[src/rtl/esc_reg_pkg.sv]
// Shared constants, FSM state type and index helpers for the ESC register bank.
package esc_reg_pkg;

    localparam logic [7:0]  REG_BASE     = 8'h40;
    localparam int unsigned REG_NUM      = 20;
    localparam logic [7:0]  REG_RO_START = 8'h50;
    localparam logic [7:0]  COMMIT_KEY   = 8'hA5;
    localparam logic [7:0]  COMMIT_IDX   = REG_RO_START - 8'h01;
    localparam int unsigned OFF_W        = $clog2(REG_NUM);
    localparam int unsigned CFG_NUM      = 32'(REG_RO_START - REG_BASE);
    localparam int unsigned CFG_W        = $clog2(CFG_NUM);

    typedef enum logic [1:0] {
        IDLE    = 2'd0,
        WR_I2C  = 2'd1,
        WR_CORE = 2'd2
    } arb_state_t;

    // Offset arithmetic wraps in 8 bits, so indices below the base land far out of range.
    function automatic logic in_bank(input logic [7:0] idx);
        logic [7:0] off;
        off = idx - REG_BASE;
        return (idx >= REG_BASE) && (off < 8'(REG_NUM));
    endfunction

    function automatic logic [OFF_W-1:0] bank_off(input logic [7:0] idx);
        return OFF_W'(idx - REG_BASE);
    endfunction

endpackage

[src/rtl/esc_reg_bank.sv]
// 20x8 ESC register storage: one write port, registered I2C and core read ports.
// With SHADOW_COMMIT_EN, config entries get an I2C staging copy committed by a key write.
module esc_reg_bank
    import esc_reg_pkg::*;
(
    input  logic       clk,
    input  logic       rst,
    input  logic       we,
`ifdef SHADOW_COMMIT_EN
    input  logic       wr_i2c,
`endif
    input  logic [7:0] waddr,
    input  logic [7:0] wdata,
    input  logic [7:0] i2c_raddr,
    output logic [7:0] i2c_rdata,
    input  logic [7:0] core_raddr,
    output logic [7:0] core_rdata
);

    logic [7:0]       act_q [REG_NUM];
    logic [OFF_W-1:0] woff_c, i2c_off_c, core_off_c;
    logic [7:0]       i2c_val_c, core_val_c;

    assign woff_c     = bank_off(waddr);
    assign i2c_off_c  = bank_off(i2c_raddr);
    assign core_off_c = bank_off(core_raddr);

`ifdef SHADOW_COMMIT_EN
    logic [7:0] stg_q [CFG_NUM];
    logic       w_cfg_c, w_commit_c;

    assign w_cfg_c    = woff_c < OFF_W'(CFG_NUM);
    assign w_commit_c = wr_i2c && (waddr == COMMIT_IDX) && (wdata == COMMIT_KEY);

    // I2C writes stage config values; the key write publishes them and is not stored.
    always_ff @(posedge clk or negedge rst) begin
        if (!rst) begin
            for (int unsigned i = 0; i < REG_NUM; i++) act_q[OFF_W'(i)] <= '0;
            for (int unsigned i = 0; i < CFG_NUM; i++) stg_q[CFG_W'(i)] <= '0;
        end else if (we) begin
            if (w_commit_c) begin
                for (int unsigned i = 0; i < CFG_NUM; i++) act_q[OFF_W'(i)] <= stg_q[CFG_W'(i)];
            end else if (wr_i2c && w_cfg_c) begin
                stg_q[woff_c[CFG_W-1:0]] <= wdata;
            end else begin
                act_q[woff_c] <= wdata;
                if (w_cfg_c) stg_q[woff_c[CFG_W-1:0]] <= wdata;
            end
        end
    end
`else
    always_ff @(posedge clk or negedge rst) begin
        if (!rst) begin
            for (int unsigned i = 0; i < REG_NUM; i++) act_q[OFF_W'(i)] <= '0;
        end else if (we) begin
            act_q[woff_c] <= wdata;
        end
    end
`endif

    always_comb begin
        i2c_val_c  = '0;
        core_val_c = '0;
        if (in_bank(i2c_raddr)) i2c_val_c = act_q[i2c_off_c];
`ifdef SHADOW_COMMIT_EN
        if (in_bank(i2c_raddr) && (i2c_off_c < OFF_W'(CFG_NUM)))
            i2c_val_c = stg_q[i2c_off_c[CFG_W-1:0]];
`endif
        if (in_bank(core_raddr)) core_val_c = act_q[core_off_c];
    end

    // Reads see the pre-commit value in the write cycle; no bypass.
    always_ff @(posedge clk or negedge rst) begin
        if (!rst) begin
            i2c_rdata  <= '0;
            core_rdata <= '0;
        end else begin
            i2c_rdata  <= i2c_val_c;
            core_rdata <= core_val_c;
        end
    end

endmodule

[src/rtl/esc_reg_arbiter.sv]
// Arbitrates the ESC register bank write port between the I2C slave and the motor core.
// Define SHADOW_COMMIT_EN for staged config registers with a keyed commit.
module esc_reg_arbiter
    import esc_reg_pkg::*;
#(
    parameter int unsigned CORE_MAX_WAIT = 4
) (
    input  logic       clk,
    input  logic       rst,
    input  logic       i2c_write,
    input  logic [7:0] i2c_index,
    input  logic [7:0] i2c_wdata,
    output logic [7:0] i2c_rdata,
    input  logic       core_req,
    input  logic [7:0] core_waddr,
    input  logic [7:0] core_wdata,
    output logic       core_gnt,
    input  logic [7:0] core_raddr,
    output logic [7:0] core_rdata,
    output logic       cfg_upd,
    output logic [7:0] cfg_upd_idx,
    output logic       ovf_err,
    output logic       oor_err,
    input  logic       err_clr
);

    localparam int unsigned WAIT_W = $clog2(CORE_MAX_WAIT + 1);

    arb_state_t        state_q, state_d;
    logic              i2c_wr_d, i2c_pend;
    logic [7:0]        lat_idx, lat_data;
    logic [WAIT_W-1:0] wait_cnt;
    logic              i2c_edge_c, i2c_ok_c, core_ok_c, wr_i2c_c, wr_core_c, bank_we_c;
    logic              ovf_set_c, oor_set_c;
    logic [7:0]        bank_waddr_c, bank_wdata_c;

    assign i2c_edge_c   = i2c_write & ~i2c_wr_d;
    assign i2c_ok_c     = in_bank(lat_idx) && (lat_idx < REG_RO_START);
    assign core_ok_c    = in_bank(core_waddr);
    assign wr_i2c_c     = (state_q == WR_I2C);
    assign wr_core_c    = (state_q == WR_CORE);
    assign bank_we_c    = (wr_i2c_c && i2c_ok_c) || (wr_core_c && core_ok_c);
    assign bank_waddr_c = wr_i2c_c ? lat_idx : core_waddr;
    assign bank_wdata_c = wr_i2c_c ? lat_data : core_wdata;
    // An edge landing while the latch is being committed is a fresh request, not an overrun.
    assign ovf_set_c    = i2c_edge_c && i2c_pend && !wr_i2c_c;
    assign oor_set_c    = (wr_i2c_c && !i2c_ok_c) || (wr_core_c && !core_ok_c);

    always_comb begin
        state_d = IDLE;
        if (state_q == IDLE) begin
            if (i2c_pend && core_req)
                state_d = (wait_cnt >= WAIT_W'(CORE_MAX_WAIT)) ? WR_CORE : WR_I2C;
            else if (i2c_pend)
                state_d = WR_I2C;
            else if (core_req)
                state_d = WR_CORE;
        end
    end

    always_ff @(posedge clk or negedge rst) begin
        if (!rst) begin
            state_q     <= IDLE;
            i2c_wr_d    <= 1'b0;
            i2c_pend    <= 1'b0;
            lat_idx     <= '0;
            lat_data    <= '0;
            wait_cnt    <= '0;
            core_gnt    <= 1'b0;
            cfg_upd     <= 1'b0;
            cfg_upd_idx <= '0;
            ovf_err     <= 1'b0;
            oor_err     <= 1'b0;
        end else begin
            state_q  <= state_d;
            i2c_wr_d <= i2c_write;
            core_gnt <= (state_d == WR_CORE);

            if (i2c_edge_c) begin
                lat_idx  <= i2c_index;
                lat_data <= i2c_wdata;
                i2c_pend <= 1'b1;
            end else if (wr_i2c_c) begin
                i2c_pend <= 1'b0;
            end

            if (wr_core_c)
                wait_cnt <= '0;
            else if (core_req && (wait_cnt < WAIT_W'(CORE_MAX_WAIT)))
                wait_cnt <= wait_cnt + WAIT_W'(1);

            cfg_upd <= wr_i2c_c && i2c_ok_c;
            if (wr_i2c_c && i2c_ok_c) cfg_upd_idx <= lat_idx;

            if (ovf_set_c)    ovf_err <= 1'b1;
            else if (err_clr) ovf_err <= 1'b0;
            if (oor_set_c)    oor_err <= 1'b1;
            else if (err_clr) oor_err <= 1'b0;
        end
    end

    esc_reg_bank u_bank (
        .clk        (clk),
        .rst        (rst),
        .we         (bank_we_c),
`ifdef SHADOW_COMMIT_EN
        .wr_i2c     (wr_i2c_c),
`endif
        .waddr      (bank_waddr_c),
        .wdata      (bank_wdata_c),
        .i2c_raddr  (i2c_index),
        .i2c_rdata  (i2c_rdata),
        .core_raddr (core_raddr),
        .core_rdata (core_rdata)
    );

endmodule

[config.mk]
export PLATFORM = sky130hd
export DESIGN_NAME = esc_reg_arbiter
export DESIGN_NICKNAME = d
export VERILOG_FILES = /design/src/rtl/esc_reg_pkg.sv /design/src/rtl/esc_reg_bank.sv /design/src/rtl/esc_reg_arbiter.sv
export SDC_FILE = /design/constraint.sdc
export NUM_CORES = 1
export LEC_CHECK = 0
export ABC_CLOCK_PERIOD_IN_PS = 3000
export CAP_MARGIN = 15
export CORE_ASPECT_RATIO = 1.1
export CORE_MARGIN = 2
export CORE_UTILIZATION = 30
export DETAILED_ROUTE_END_ITERATION = 10
export SLEW_MARGIN = 5
export SYNTH_ARGS = -nofsm -noshare
export SYNTH_HDL_FRONTEND = slang
export SYNTH_SLANG_ARGS = --single-unit
export TNS_END_PERCENT = 30
[constraint.sdc]
create_clock -name clk -period 3 [get_ports clk]
set_clock_uncertainty 0.1 [all_clocks]
set_input_delay 0.6 -clock clk [delete_from_list [all_inputs] [get_ports clk]]
set_output_delay 0.6 -clock clk [all_outputs]
set_load 0.02 [all_outputs]
==> impl_metrics.json <==
{
  "post_cts_resize_count": 0,
  "violations": "hold timing",
  "slowest_delay_ps": 590,
  "synth_compound_area_share_pct": 11.1,
  "final_common_cell": "dfrtp_1",
  "wire_per_inst_um": 22.0,
  "p_sw_share_pct": 31.1,
  "rows": 74,
  "p_seq_share_pct": 40.5,
  "dp_hpwl_um": 22600,
  "core-area_mm2": 0.0370,
  "grt_pass1_wl_um": 49000,
  "area_delta_synth_final_pct": 23.3,
  "synthAdderAreaFrac_pct": 0.111,
  "max-slew-margin-rel_pct": 32.4,
  "fmax_mhz": 350,
  "cts_tree": "yes",
  "grt-ovfl-total": 0,
  "whs_ps": -20.5,
  "layout_min_cycle_time_ps": 2860,
  "p_sw_uw": 2650,
  "drive_gt1_share_pct": 41.2,
  "synth_warnings": 0,
  "cts_hold_buffers": 0,
  "timing.critical_path.fanout_max": 21,
  "vias": 7450,
  "synth-simple-area-share_pct": 5.08,
  "synth_top_area_share_pct": 47.0,
  "post_synth_num_cell_types": 40,
  "layout_common_cells": "211 x dfrtp_1, 182 x mux2_2, 67 x mux2i_1, 67 x clkdlybuf4s50_1, 65 x buf_4",
  "cts_buffers": 24,
  "die_h_um": 207,
  "die_area_mm2": 0.0390,
  "pin_count": 73,
  "synth_mux_area_share_pct": 34.0,
  "synthesis.nets": 850,
  "placedCellCount": 1389,
  "portBuffers": 72,
  "worstPathArrival_ps": 3160,
  "maxCapViolations": 0,
  "post-route-period-util_pct": 95.3,
  "ys_ff_latch": 211,
  "grt_pass1_vias": 7944,
  "clk_latency_ps": 520,
  "instances_no_fill": 1431,
  "drv_slew": 0,
  "utilization_pct": 37.4,
  "status": "finished, violations left",
  "finalHoldViolations": 5,
  "synth_top_family_by_area": "multiplexers",
  "leakagePower_uw": 0.00605,
  "seq_area_frac_synth_pct": 47.0,
  "crit_required_ps": 3300,
  "cp_slowest_cell": "and2b_1",
  "rsz0062_at_grt": "no",
  "clockBufferDepth": 3,
  "antenna_found_initial": 0,
  "placed_area_mm2": 0.0130,
  "synthCells": 804,
  "ant_nets": 0,
  "grt_usage_pct": 16.3,
  "avgSynthCellArea_um2": 14.0,
  "startpoint_type": "flop",
  "routed_via_density": 5.21,
  "root_buffer": "clkbuf_16",
  "grt_max_degree": 69,
  "setup_violations": 0,
  "crit_chain": "and2b_1 -> nand2b_4 -> a2111oi_4 -> buf_4 -> mux2_2",
  "synth.cell_area_mm2": 0.0112,
  "worstSetupPathType": "reg2reg",
  "power_density_mw_per_mm2": 616,
  "htreeDepth": 1,
  "netlist_top_cells_area": "dfrtp_1 47%, mux2_2 18%, mux4_2 9.6%",
  "wl_um": 31400,
  "drtIter0Drc": 421,
  "die_x_um": 189,
  "finalNetCount": 967,
  "post-cts-setup-buffers": 0,
  "p_comb_share_pct": 24.2,
  "tightest_slew_ps": 1010,
  "finalInstanceArea_mm2": 0.0139,
  "setup-tns-final_ps": 0,
  "vdd_drop_max_mv": 0.434,
  "hold_path_class": "in2async",
  "synth_top_area_cell": "dfrtp_1",
  "diodes": 0,
  "clkSlewWorstSetupHoldPaths_ps": 60,
  "synthXorXnorAreaFrac_pct": 0,
  "cp-end-kind": "flop",
  "pwr-share-clk_pct": 35.2,
  "internal_power_uw": 5880,
  "clock_sinks": 211,
  "initial_utilization_pct": 30.3,
  "gp_congestion": 0.836,
  "drtPass1Iterations": 5,
  "drc_errors": 0
}
cell usage after synthesis:
cell	n
or2_2	1
buf_2	6
mux2i_1	67
clkbuf_1	33
a22oi_1	40
buf_1	16
o2111ai_1	8
or3b_2	8
a21oi_1	13
buf_4	2
inv_1	9
nand3_1	4
and2_1	5
mux2_2	182
a2111oi_4	20
o21ai_0	28
nand2b_4	1
dfrtp_1	211
nor2_1	10
mux2i_4	1
buf_12	2
or4b_4	1
and4b_1	1
and3_1	2
a221o_1	1
nor3_1	2
nor2b_1	8
nor4bb_1	3
a31oi_2	3
a21o_1	1
nand3b_1	2
nand4_1	9
nor4b_1	1
a31oi_1	11
and4bb_2	1
nand2b_1	3
and2b_1	2
nand2_1	37
mux4_2	48
ha_1	1
worst max-delay path, delay by kind of cell, from the launching register on:
| kind | cells | cell delay (ps) |
|---|---|---|
| simple gates | 2 | 1050 |
| buf+inv | 1 | 260 |
| compound gates | 1 | 490 |
| mux | 1 | 340 |
| flops | 1 | 480 |
metrics by stage:
stage	total power, uW	hold WS (ps)	setup slack, ps
3_5_place_dp	5580	375	-5.33
3_3_place_gp	5540	352	-86.6
5_1_grt	8930	9.71	32.9
4_1_cts	8620	0.0809	157
2_1_floorplan	4730	204	523
6_report	8530	-20.5	142
logic make-up after synthesis:
kind of cell             after synthesis
AO/OA/AOI/OAI                        125
adder cells (fa/ha/maj)                1
buffers and inverters                 68
flip-flops                           211
multiplexers                         298
AND/OR/NAND/NOR                      101
final cells by class:
type	count	area, um^2
Fill cell	3525	23200
Multi-Input combinational cell	525	5660
Sequential cell	211	5280
Timing Repair Buffer	150	1450
Clock buffer	36	727
Tap cell	494	618
Clock inverter	6	86.3
Inverter	9	33.8
registers in the layout (all words and copies together), names as in the netlist:
name,cells
state_q,2
oor_err,1
u_bank.core_rdata,8
wait_cnt,3
lat_data,8
ovf_err,1
i2c_pend,1
u_bank.act_q,160
cfg_upd,1
core_gnt,1
cfg_upd_idx,8
lat_idx,8
i2c_wr_d,1
u_bank.i2c_rdata,8
power groups by stage:
stage / sequential (uW) / combinational [uW] / clock (uW)
2_1_floorplan: 3480 / 1250 / 0
3_3_place_gp: 3490 / 2060 / 0
3_5_place_dp: 3500 / 2070 / 0
4_1_cts: 3460 / 2090 / 3080
5_1_grt: 3510 / 2220 / 3200
6_report: 3460 / 2070 / 3010
layer usage:
metal	track usage (%)	up-vias	routed length, um
li1	-	3316	-
met1	20.5	3912	13100
met2	28.1	164	15800
met3	2.46	58	1330
met4	6.30	0	1220
met5	0	-	0
final timing paths:
| path | start | end | slack (ps) | depth (start not counted) |
|---|---|---|---|---|
| setup / recovery | state_q[1]$_DFF_PN0_ | u_bank.act_q[103]$_DFFE_PN0P_ | 140 | 5 |
| hold / removal | rst | i2c_wr_d$_DFF_PN0_ | -20 | 1 |
| setup reg to reg | state_q[1]$_DFF_PN0_ | u_bank.act_q[103]$_DFFE_PN0P_ | 140 | 5 |
| hold reg to reg | cfg_upd_idx[6]$_DFFE_PN0P_ | cfg_upd_idx[6]$_DFFE_PN0P_ | 390 | 1 |
| max in group asynchronous | rst | u_bank.act_q[89]$_DFFE_PN0P_ | 1960 | 2 |
| min in group clk | cfg_upd_idx[6]$_DFFE_PN0P_ | cfg_upd_idx[6]$_DFFE_PN0P_ | 390 | 1 |
Note: power is estimated with default switching activity, not from simulation.
==> RTL change 1 (same settings) <==
Change the parameter `CORE_MAX_WAIT` from 4 to 8.
--- a/src/rtl/esc_reg_arbiter.sv
+++ b/src/rtl/esc_reg_arbiter.sv
@@ -4,5 +4,5 @@
     import esc_reg_pkg::*;
 #(
-    parameter int unsigned CORE_MAX_WAIT = 4
+    parameter int unsigned CORE_MAX_WAIT = 8
 ) (
     input  logic       clk,
Check against the original RTL: not equivalent (Yosys sat finds a counterexample within 10 cycles, from zero or initial values and one cycle with rst low).
==> RTL change 1 against the unedited design <==
  * Routed wire length shrank 5.9%
  * Setup slack gained 0.19 ns
  * Design area grew 0.45%
  * Sequential cell count grew 1
  * Area after synthesis grew 0.71%
  * Final cell count shrank 0.42%
  * Via count shrank 1.7%
  * Power shrank 0.12%
  * Critical path type unchanged
  * Largest power group unchanged
==> RTL change 1: results <==
set metrics [dict create \
    slowest_delay_ns 0.53 \
    synth_xor_area_share_pct 0.155 \
    grt_usage_pct 15.0 \
    synthAdderAreaFrac_pct 0.221 \
    port_buffers 72 \
    grt_pass1_vias 7624 \
    n_all_buffers 142 \
    nFlopsAndLatches 212 \
    dp.final_hpwl_microns 20700 \
    worst_pin_slew_ns 1.18 \
    yosys-top-cells-count "dfrtp_1 (212), mux2_2 (189), nand2_1 (55)" \
    cts_post_setup_buffers_inserted 0 \
    cts_resized 0 \
    synthMuxAreaShare_pct 35.2 \
    stdcell_count 1425 \
    clock_area_share_pct 5.67 \
    n_all_inverters 11 \
    vias_per_cell 5.14 \
    clockPowerShare_pct 34.3 \
    postCtsHoldBufs 1 \
    synthTopCellsByArea "dfrtp_1 (47%), mux2_2 (19%), mux4_2 (10%)" \
    seq_share_pct 38.1 \
    drt-wirelength-per-cell_microns 20.8 \
    hold_path_class "register to register" \
    htreeDepth 1 \
    antenna_left 0 \
    top_register "u_bank.act_q" \
    critPathArrivalTime_ns 2.97 \
    buffer_area_share_pct 10.5 \
    postPlaceCellArea_sq_mm 0.0131 \
    syn-instance-count 807 \
    synth_warnings 0 \
    area_delta_synth_final_pct 22.9 \
    pre_cts_ws_ns 0.0619 \
    fill_cells 3510 \
    power.internal_mw 5.87 \
    clkTransAtPathRegs_ns 0.06 \
    clkbuf_count 37 \
    grt_max_degree 69 \
    ys_types 45 \
    total_power_mw 8.52 \
    gp_congestion 0.779 \
    crit_path_top_delay_cell "or4b_4" \
    num-multi-input-gates 523 \
    critPathMaxFanout 29 \
    largest_reg_flops 160 \
    p_leak_nw 6.04 \
    drive_gt1_share_pct 41.4 \
    clock_tree.root_cell "clkbuf_16" \
    ir_worst_vdd_v 0.000361 \
    multi_input_area_share_pct 41.0 \
    dr.first_iter.drc_count 448 \
    nNetsFinal 961 \
    syn-num-nets 854 \
    synth_compound_area_share_pct 10.1 \
    status "completed" \
    grt_pass1_wl_microns 46000 \
    async_flop_share_pct 100 \
    antenna_found_initial 1 \
    seq_area_frac_synth_pct 46.9 \
]
## RTL change 1: changes by cell type in the layout (fill, tap and decap cells not counted), moves of 5 or more
cell and delta:
a22oi_1 -28, nand2_1 +18, buf_4 -14, mux2i_1 -13, a221oi_1 +12, mux2_4 +8, nand4_1 -8, o2111ai_1 -8
o211ai_1 +8, o21ai_0 -8, or3b_2 -8, mux2_2 +7, buf_12 +5
## RTL change 1: worst paths after layout
kind                                             from                      endpoint  slack [ns]  depth (start not counted)
min                        cfg_upd_idx[6]$_DFFE_PN0P_    cfg_upd_idx[6]$_DFFE_PN0P_        0.37                          1
max reg2reg                    lat_idx[4]$_DFFE_PN0P_  u_bank.act_q[94]$_DFFE_PN0P_        0.33                          5
max in group asynchronous                         rst  u_bank.act_q[29]$_DFFE_PN0P_        1.41                          3
min in group asynchronous                         rst       lat_data[3]$_DFFE_PN0P_        0.51                          2
max                            lat_idx[4]$_DFFE_PN0P_  u_bank.act_q[94]$_DFFE_PN0P_        0.33                          5
min reg2reg                cfg_upd_idx[6]$_DFFE_PN0P_    cfg_upd_idx[6]$_DFFE_PN0P_        0.37                          1
## RTL change 1: layer usage
metal | part of all wire, % | wire (microns) | track usage, % | up-vias
li1 | - | - | - | 3290
met1 | 44 | 13100 | 20.3 | 3849
met2 | 50 | 14700 | 25.2 | 143
met3 | 3.8 | 1130 | 1.88 | 38
met4 | 2.4 | 709 | 4.55 | 0
met5 | 0 | 0 | 0 | -
## RTL change 1: worst reg2reg max path: stages (launching register included)
cell and delay (ns):
dfrtp_1 0.41, or4b_4 0.53, or2_4 0.48, a2111oi_4 0.39, buf_4 0.27, mux2_2 0.37
==> RTL change 2 (config.mk and constraints unchanged) <==
Made on the original files. Take the reset off `core_rdata` and load it in a clocked block of its own.
--- a/src/rtl/esc_reg_bank.sv
+++ b/src/rtl/esc_reg_bank.sv
@@ -74,9 +74,11 @@
         if (!rst) begin
             i2c_rdata  <= '0;
-            core_rdata <= '0;
         end else begin
             i2c_rdata  <= i2c_val_c;
-            core_rdata <= core_val_c;
         end
+    end
+
+    always_ff @(posedge clk) begin
+        core_rdata <= core_val_c;
     end
 
Behaviour: differs if rst is asserted again (counterexample within 4 cycles, from zero or initial values and one cycle with rst low); with rst held inactive, the same outputs for 4 cycles.
==> RTL change 2 against the unedited design <==
  * Power shrank 2.2%
  * Routed wire length up 0.95%
  * Design area down 0.68%
  * Critical path type unchanged
  * Via count down 0.56%
  * Area after synthesis is essentially flat
  * Final cell count down 0.77%
  * Sequential cell count did not move
  * Setup slack better by 0.089 ns
  * Synthesized cell count fell by 0.25%
  * Clock power down 6%
==> RTL change 2: results <==
set metrics [dict create \
    ir_worst_vdd_v 0.000376 \
    worst_pin_slew_ns 1.11 \
    numCtsBuffers 25 \
    seqCellArea_sq_mm 0.00524 \
    n_all_inverters 7 \
    grt_pass1_wl_microns 49600 \
    grt_max_degree 66 \
    synthMuxAreaShare_pct 34.7 \
    async_flop_share_pct 96.2 \
    clkbuf_count 40 \
    nNetsFinal 955 \
    gp_congestion 0.830 \
    cts_post_setup_buffers_inserted 0 \
    grt_usage_pct 16.4 \
    dp.final_hpwl_microns 22300 \
    clock_area_share_pct 5.39 \
    multi_input_area_share_pct 41.4 \
    hold_path_class "register to register" \
    seq_area_frac_synth_pct 46.6 \
    status "completed" \
    grt_pass1_vias 7960 \
    r2r_setup_slack_ns 0.23 \
    crit_path_end "u_bank.act_q[132]$_DFFE_PN0P_" \
    cts_resized 0 \
    worstSkewPairLatency_ns 0.52 \
    n_all_buffers 141 \
    dr.first_iter.drc_count 469 \
    synthTopCellsByArea "dfrtp_1 (45%), mux2_2 (19%), mux4_2 (10%)" \
    critPathMaxFanout 21 \
    largest_reg_flops 160 \
    fill_cells 3594 \
    postCtsHoldBufs 1 \
    drtPass1Iterations 5 \
    ys_types 46 \
    drive_gt1_share_pct 41.0 \
    buffer_area_share_pct 10.4 \
    synth_compound_area_share_pct 10.1 \
    num_vias 7408 \
    yosys-top-cells-count "dfrtp_1 (203), mux2_2 (190), mux2i_1 (61)" \
    critPathArrivalTime_ns 3.07 \
    synthAdderAreaFrac_pct 0.111 \
    num-multi-input-gates 523 \
    nFlopsAndLatches 211 \
    syn-num-nets 848 \
    routed_wl_microns 31700 \
    p_leak_nw 5.95 \
    antenna_found_initial 1 \
]
==> RTL change 2: cell count changes in the layout (fill, tap and decap cells not counted), sizes merged, moves of 8 or more <==
cell | before | now
dfxtp | 0 | 8
a21oi | 13 | 21
buf | 82 | 72
a22oi | 40 | 30
mux2 | 182 | 190
nand4 | 9 | 1
a31oi | 14 | 6
o21ai | 28 | 20
nand4b | 0 | 8
dfrtp | 211 | 203
o2111ai | 8 | 0
==> RTL change 2: power by group <==
| group | internal [mW] | leakage, nW | switching, mW |
|---|---|---|---|
| Combinational | 0.849 | 2.76 | 1.20 |
| Clock | 1.63 | 0.365 | 1.19 |
| Sequential | 3.19 | 2.83 | 0.283 |
==> RTL change 2: critical path, cell delays in order, from the launching register on <==
cell and delay (ns):
dfrtp_1 0.48, and2b_1 0.57, nand2b_4 0.45, a2111oi_4 0.42, buf_4 0.25, mux2_2 0.35
==> RTL change 2: through the flow <==
stage | std cells | hold slack [ns] | area, sq um | setup WS [ns]
2_1_floorplan | 802 | 0.204 | 11200 | 0.502
3_3_place_gp | 1375 | 0.350 | 13000 | 0.0119
3_5_place_dp | 1375 | 0.356 | 13000 | 0.111
4_1_cts | 1420 | 0.373 | 13800 | 0.192
5_1_grt | 1420 | 0.391 | 13800 | 0.0715
6_report | 1420 | 0.369 | 13800 | 0.230
==> RTL change 2: routing by layer <==
metal  GRT usage, %  vias up  share of wire, %
met2           27.3      169                49
met5              0        -                 0
li1               -     3279                 -
met4           5.04        0               2.8
met1           22.4     3901                44
met3           2.12       59               3.9
==> RTL change 2: cells by family (layout without fill, tap and decap cells) <==
logic type	after synthesis	after routing
DFF	211	211
buffers and inverters	68	192
AOI/OAI and AO/OA	109	109
muxes	302	302
and+or+nand+nor	111	111
adders and majority gates	1	1
